--- config.mk ---
export PLATFORM = sky130hd
export DESIGN_NAME = alu_sequencer
export DESIGN_NICKNAME = d
export VERILOG_FILES = /design/src/rtl/alu_pkg.sv /design/src/rtl/alu_sequencer.sv
export SDC_FILE = /design/constraint.sdc
export NUM_CORES = 1
export LEC_CHECK = 0
export ABC_CLOCK_PERIOD_IN_PS = 2800
export BUFFER_PORTS_ARGS = -buffer_cell sky130_fd_sc_hd__buf_2
export CAP_MARGIN = 20
export CORE_MARGIN = 4
export CORE_UTILIZATION = 45
export DETAILED_ROUTE_END_ITERATION = 8
export GPL_TIMING_DRIVEN = 1
export PLACE_DENSITY_LB_ADDON = 0.05
export SETUP_SLACK_MARGIN = 0.5
export SKIP_CTS_REPAIR_TIMING = 1
export SYNTH_ARGS = -nofsm -noshare
export SYNTH_HDL_FRONTEND = slang
export SYNTH_SLANG_ARGS = --single-unit
export TNS_END_PERCENT = 20
--- constraint.sdc ---
create_clock -name clk -period 2.8 [get_ports clk]
set_clock_uncertainty 0.05 [all_clocks]
set_input_delay 0.7 -clock clk [delete_from_list [all_inputs] [get_ports clk]]
set_output_delay 0.7 -clock clk [all_outputs]
set_load 0.01 [all_outputs]
--- src/rtl/alu_pkg.sv ---
// ============================================================================
// Module      : alu_pkg
// Description : Opcodes, flag bit indices and sequencer state encoding shared
//               by the ALU front-end.
// Revision    : 1.0 - initial release
// ============================================================================
`default_nettype none

package alu_pkg;

  localparam logic [2:0] OP_AND = 3'b000;
  localparam logic [2:0] OP_OR  = 3'b001;
  localparam logic [2:0] OP_NOT = 3'b010;
  localparam logic [2:0] OP_SHL = 3'b011;
  localparam logic [2:0] OP_SHR = 3'b100;
  localparam logic [2:0] OP_ADD = 3'b101;
  localparam logic [2:0] OP_SUB = 3'b110;
  localparam logic [2:0] OP_MUL = 3'b111;

  localparam int FLG_AZERO  = 0;
  localparam int FLG_AONES  = 1;
  localparam int FLG_AMSB   = 2;
  localparam int FLG_ALSB   = 3;
  localparam int FLG_CARRY  = 4;
  localparam int FLG_BORROW = 5;
  localparam int FLG_RZERO  = 6;
  localparam int FLG_RONES  = 7;

  typedef enum logic [1:0] {
    ST_IDLE = 2'd0,
    ST_EXEC = 2'd1,
    ST_RESP = 2'd2
  } state_t;

endpackage

`default_nettype wire

--- src/rtl/alu_sequencer.sv ---
// ============================================================================
// Module      : alu_sequencer
// Description : Command/response front-end for the combinational 8-bit ALU.
// Revision    : 1.0 - initial release
// ============================================================================
`default_nettype none

module alu_sequencer
  import alu_pkg::*;
#(
  parameter int WIDTH = 8
) (
  input  logic             clk,
  input  logic             rst,
  input  logic             cmd_valid,
  output logic             cmd_ready,
  input  logic [2:0]       cmd_op,
  input  logic [WIDTH-1:0] cmd_a,
  input  logic [WIDTH-1:0] cmd_b,
  input  logic             cmd_chain,
  output logic [WIDTH-1:0] alu_a,
  output logic [WIDTH-1:0] alu_b,
  output logic [2:0]       alu_s,
  input  logic [WIDTH-1:0] alu_acc,
  input  logic [WIDTH-1:0] alu_mulh,
  input  logic [7:0]       alu_flag,
  output logic             rsp_valid,
  input  logic             rsp_ready,
  output logic [WIDTH-1:0] rsp_acc,
  output logic [WIDTH-1:0] rsp_mulh,
  output logic [7:0]       rsp_flag,
  output logic [15:0]      op_count,
  output logic             busy
);

  state_t           r_state;
  state_t           w_state_nxt;
  logic [WIDTH-1:0] r_alu_a;
  logic [WIDTH-1:0] r_alu_b;
  logic [2:0]       r_alu_s;
  logic [WIDTH-1:0] r_rsp_acc;
  logic [WIDTH-1:0] r_rsp_mulh;
  logic [7:0]       r_rsp_flag;
  logic [15:0]      r_op_count;

  always_comb begin
    w_state_nxt = r_state;
    case (r_state)
      ST_IDLE: if (cmd_valid) w_state_nxt = ST_EXEC;
      ST_EXEC: w_state_nxt = ST_RESP;
      ST_RESP: if (rsp_ready) w_state_nxt = ST_IDLE;
      default: w_state_nxt = ST_IDLE;
    endcase
  end

  always_ff @(posedge clk) begin
    if (rst) begin
      r_state    <= ST_IDLE;
      r_alu_a    <= '0;
      r_alu_b    <= '0;
      r_alu_s    <= '0;
      r_rsp_acc  <= '0;
      r_rsp_mulh <= '0;
      r_rsp_flag <= '0;
      r_op_count <= '0;
    end else begin
      r_state <= w_state_nxt;
      if (r_state == ST_IDLE && cmd_valid) begin
        r_alu_s <= cmd_op;
        r_alu_b <= cmd_b;
        r_alu_a <= cmd_chain ? r_rsp_acc : cmd_a;
      end
      // ALU inputs have been stable for a full cycle when we sample here
      if (r_state == ST_EXEC) begin
        r_rsp_acc  <= alu_acc;
        r_rsp_flag <= alu_flag;
        r_rsp_mulh <= (r_alu_s == OP_MUL) ? alu_mulh : '0;
      end
      if (r_state == ST_RESP && rsp_ready) begin
        r_op_count <= r_op_count + 16'd1;
      end
    end
  end

  // Held low while rst is asserted so a coincident command is never acknowledged
  assign cmd_ready = (r_state == ST_IDLE) && !rst;
  assign rsp_valid = (r_state == ST_RESP);
  assign busy      = (r_state != ST_IDLE);
  assign alu_a     = r_alu_a;
  assign alu_b     = r_alu_b;
  assign alu_s     = r_alu_s;
  assign rsp_acc   = r_rsp_acc;
  assign rsp_mulh  = r_rsp_mulh;
  assign rsp_flag  = r_rsp_flag;
  assign op_count  = r_op_count;

endmodule

`default_nettype wire
# After elaboration in Yosys (flattened, before gate mapping)
# Cells that the tools add are included.
[totals]
out_inout_bits = 62
input_bits = 48
regBits = 61
[op_classes]
n_eq_ne = 5
addsub = 1
muxes = 5
reduce_logical = 7
[ops]
columns = ["op", "n"]
rows = [
  ["16-bit by 1-bit adder with 16-bit output, second input constant", 1],
  ["8-bit 2-to-1 mux", 2],
  ["2-bit one-hot mux with 3 select lines", 1],
  ["2-bit 2-to-1 mux", 2],
  ["3-bit == test, second input constant", 1],
  ["1-bit logical AND", 3],
  ["2-bit by 1-bit == test with 1-bit output, second input constant", 1],
  ["2-bit == test, second input constant", 1],
  ["2-bit zero test", 1],
  ["2-bit by 1-bit inequality test with 1-bit output, second input constant", 1],
  ["2-bit inequality test, second input constant", 1],
  ["2-bit AND reduction", 1],
  ["2-bit nonzero test", 1],
  ["1-bit zero test", 1],
]

# Longest topological paths before layout
[depth]
word_depth = 3
mapped_depth = 6
ltp_nobuf = 5

# Least setup slack after synthesis
# No wires, ideal clock.
[synth_timing]
kind = "reg-to-reg"
start = "register r_op_count[2] (netlist: op_count[2])"
end = "register r_op_count[15] (netlist: op_count[15])"
stages_incl_launch_ff = 5
arrival_ns = 1.687
path_slack_ns = 0.942
path_buffers = 0
synth_period_minus_slack_ns = 1.858
cell_sequence = "dfxtp_1 nand4_2 or4_4 nor3_1 mux2_2"
[synth_via]
elab_chain_cells = 1
[synth_lines]
columns = ["element", "line_no", "rtl"]
rows = [
  ["start: declaration", "alu_sequencer.sv:44", "logic [15:0] r_op_count;"],
  ["start signal: assignment", "alu_sequencer.sv:80", "r_op_count <= r_op_count + 16'd1;"],
  ["16-bit by 1-bit adder with 16-bit output", "alu_sequencer.sv:80", ""],
]
# Every way passes these cells.
# A chain may end at the register's enable or synchronous reset.

# Worst setup path after layout
[layout_timing]
start = "register r_state[1]"
end = "output cmd_ready"
[layout_via]
elab_chain_cells = 2
[layout_lines]
columns = ["element", "line_no", "rtl"]
rows = [
  ["start: declaration", "alu_sequencer.sv:36", "state_t r_state;"],
  ["start signal: assignment", "alu_sequencer.sv:67", "r_state <= w_state_nxt;"],
  ["2-bit zero test", "alu_sequencer.sv:86", "assign cmd_ready = (r_state == ST_IDLE) && !rst;"],
  ["1-bit logical AND", "alu_sequencer.sv:86", ""],
  ["end: declaration", "alu_sequencer.sv:16", "output logic cmd_ready,"],
]
# Every way passes these cells.

==> summary.txt <==
Power Internal: 1410 uW
First-pass GRT wire length: 9230 microns
Synthesis-to-finish area growth: 32.4%
Pin count of the biggest net entering global routing: 63
Overall routing resource usage: 18.1%
CP Buf/Inv Count: 2
Critical Path Start Type: flop
Simple-gate portion of the synthesized area: 24.3%
Fillers: 485
Largest family of logic cells by synthesized area: simple AND/OR/NAND/NOR gates
Vias per inst: 4.78
Top layer in use: met4
Initial antenna violation count: 0
Initial Utilization: 46.5%
Post-Route Setup TNS: 0 ns
Row Count: 26
CP Class: flop to primary output
Seq cells post-synth: 61
Vias in the first global route: 2,064
Die ar.: 0.00651 sq mm
Sw frac: 23.4%
CTS tree: built
Switching pwr: 432 uW
Critical path's most frequent cell: nor2_1
First-pass iteration count of the detailed router: 4
Critical Path Max Stage Delay: 0.37 ns
Final min period: 1.94 ns
Grt ovf: 0
Top Ports: 110
Overall die width: 80.7 microns
Iter 0 DRT Violations: 57
Crit path capture type: primary output
Post-synthesis xor/xnor area fraction: 4.05%
Clock Tree Buf Depth: 2
Transition time of the tightest slew-check pin: 0.617 ns
Post-route ant nets: 0
Worst path cell trace: nor2_1 > inv_1 > nor2_1 > buf_2
Routed met3 length: 472 microns
Clock slew at reported path FFs: 0.07 ns
Cts bufs inserted: 9
Register-to-Register Path Depth: 4
WL met1: 2550 microns
RSZ-0062 raised after global routing: no
Reg power frac: 50.1%
Avg Inst Size Synth: 8.46 sq um
Adder-cell area share of the yosys netlist: 0.527%
Layout cells sized above 1: 33.4%
Total power per unit cell area: 585 mW/mm^2
CP arrival: 1.19 ns
Worst path required time: 2.05 ns
Min-Delay Path Depth: 2
Period utilization: 69.4%
Peak supply drop: 0.000315 V
Achievable Freq: 515 MHz
Core box area: 0.00511 sq mm
CTS root buffer: clkbuf_8
Final Hold Fails: 0
Syn_nets: 330
ANT cells: 0
Slew HR: 58.9%
Final Setup Violations: 0
GP Congestion: 0.796
Critical Path Stages: 4
Wire length on met2: 2680 microns
Clk Latency, worst-skew pair: 0.32 ns
Die H: 80.7 microns
DR WL/cell: 12.6 microns
# Max-Cap Violations: 0
Mapped Area: 0.00238 sq mm
Slowest cell on crit path: dfxtp_1
Total Wirelength: 5760 microns
Clk pwr share: 39.6%
Complex-gate fraction of the synthesized area: 12.0%
Worst Slack Setup Final: 0.857 ns
Logic pwr share: 10.3%
Buffers on Ports: 109
Hpwl dp: 4190 microns
Vias: 2,192
Maximum net fanout on the critical path: 8
Setup WS pre-CTS: 0.856 ns
Yosys warning total: 0
CP top delay family: flip-flops
CTS Sinks: 61
Hold Path Class: flop to flop
Post-synthesis mux area share: 4.32%
Post-synthesis cell count: 281
Nets: 435
Pleak: 0.00146 uW
Status: finished, final reports clean
Cell variety after synth: 32
Pins over their slew limit: 0
Htree depth: 3
DRC: 0
Register area share after synthesis: 51.4%
==> power by group through the flow <==
stage	Sequential, uW	Clock (uW)	Combinational (uW)
detailed placement	942	0	194
CTS	923	743	194
floorplan	956	0	90.4
global route	927	786	214
global placement	941	0	192
finish	922	729	190
==> area by class of cell <==
type                    count  area, sq um  share of cell area, %
flip-flops and latches     61         1220                   38.8
multi-input cells         199         1070                   34.2
repair buffers            113          576                   18.3
clock buffers              12          145                   4.61
well taps                  70         87.6                   2.78
clock inverters             2         35.0                   1.11
inverters                   2         7.51                  0.239
==> layer usage <==
| layer | global-route usage (%) | vias up |
|---|---|---|
| met3 | 6.39 | 6 |
| met2 | 28.0 | 63 |
| met4 | 7.60 | 0 |
| met5 | 0 | - |
| met1 | 22.8 | 966 |
| li1 | - | 1157 |
==> flip-flops by register name, summed over array words and instances, names as in the netlist <==
name	cells
r_state	2
alu_a	8
op_count	16
rsp_acc	8
alu_b	8
alu_s	3
rsp_mulh	8
rsp_flag	8
==> kinds of logic (layout without fill, tap and decap cells) <==
kind of cell               after synthesis  after routing
muxes                                   10             10
DFF                                     61             61
buffers and inverters                   21            129
adders and majority gates                1              1
AOI/OAI and AO/OA                       49             49
xor gates and xnor gates                11             11
and+or+nand+nor                        128            128
==> worst register-to-register path: stages, from the launching register on <==
cell and delay (ns):
dfxtp_1 0.44, nand4_2 0.16, or4_4 0.57, nor3_1 0.21, mux2_2 0.35
==> synth_stat cells, drive strengths merged <==
library cell	instances	area, sq um
dfxtp	61	1220
nand2	61	229
nor2	34	128
a21oi	31	155
clkbuf	13	48.8
a211oi	8	60.1
a22oi	8	60.1
mux2i	8	80.1
buf	6	23.8
nand3	6	30.0
xnor2	6	52.6
nand4	5	37.5
xor2	5	43.8
nor2b	4	25.0
and2	3	18.8
inv	2	7.51
mux2	2	22.5
nand2b	2	12.5
nor3	2	10.0
nor4	2	12.5
o21ai	2	10.0
or3	2	12.5
and3	1	6.26
and3b	1	8.76
and4	1	10.0
and4b	1	10.0
ha	1	12.5
nand3b	1	7.51
nand4b	1	8.76
or4	1	11.3
==> metrics by stage <==
step	instances	utilization [%]	power, uW	cell area [sq um]	hold slack [ns]
after CTS	459	61.6	1860	3150	0.402
after detailed placement	445	58.1	1140	2970	0.393
after global placement	445	58.1	1130	2970	0.389
after global routing	459	61.6	1930	3150	0.422
after floorplan	281	-	1050	2380	0.431
final	459	61.6	1840	3150	0.400
==> worst paths after layout <==
check	to	slack, ns	start
setup / recovery	cmd_ready	0.86	r_state[1]$_SDFFE_PP0P_
hold / removal	rsp_flag[7]$_SDFFE_PP0N_	0.40	rsp_flag[7]$_SDFFE_PP0N_
setup reg to reg	op_count[15]$_SDFFE_PP0P_	0.90	op_count[2]$_SDFFE_PP0P_
hold reg to reg	rsp_flag[7]$_SDFFE_PP0N_	0.40	rsp_flag[7]$_SDFFE_PP0N_
==> layout by cell type, fill, tap and decap left out, types with 2 or more instances in the layout <==
| cell | count |
|---|---|
| nand2_1 | 61 |
| xnor2_1 | 6 |
| o21ai_0 | 2 |
| a22oi_1 | 8 |
| nand4_1 | 4 |
| nand3_1 | 6 |
| nor4_1 | 2 |
| a211oi_1 | 8 |
| or3_1 | 2 |
| dfxtp_1 | 61 |
| mux2i_1 | 8 |
| nor3_1 | 2 |
| and2_1 | 3 |
| nor2b_1 | 4 |
| buf_2 | 109 |
| nor2_1 | 34 |
| clkbuf_8 | 10 |
| a21oi_1 | 31 |
| clkbuf_1 | 2 |
| mux2_2 | 2 |
| buf_4 | 4 |
| inv_1 | 2 |
| nand2b_1 | 2 |
| xor2_1 | 5 |
Power figures use the tool's default switching activity.
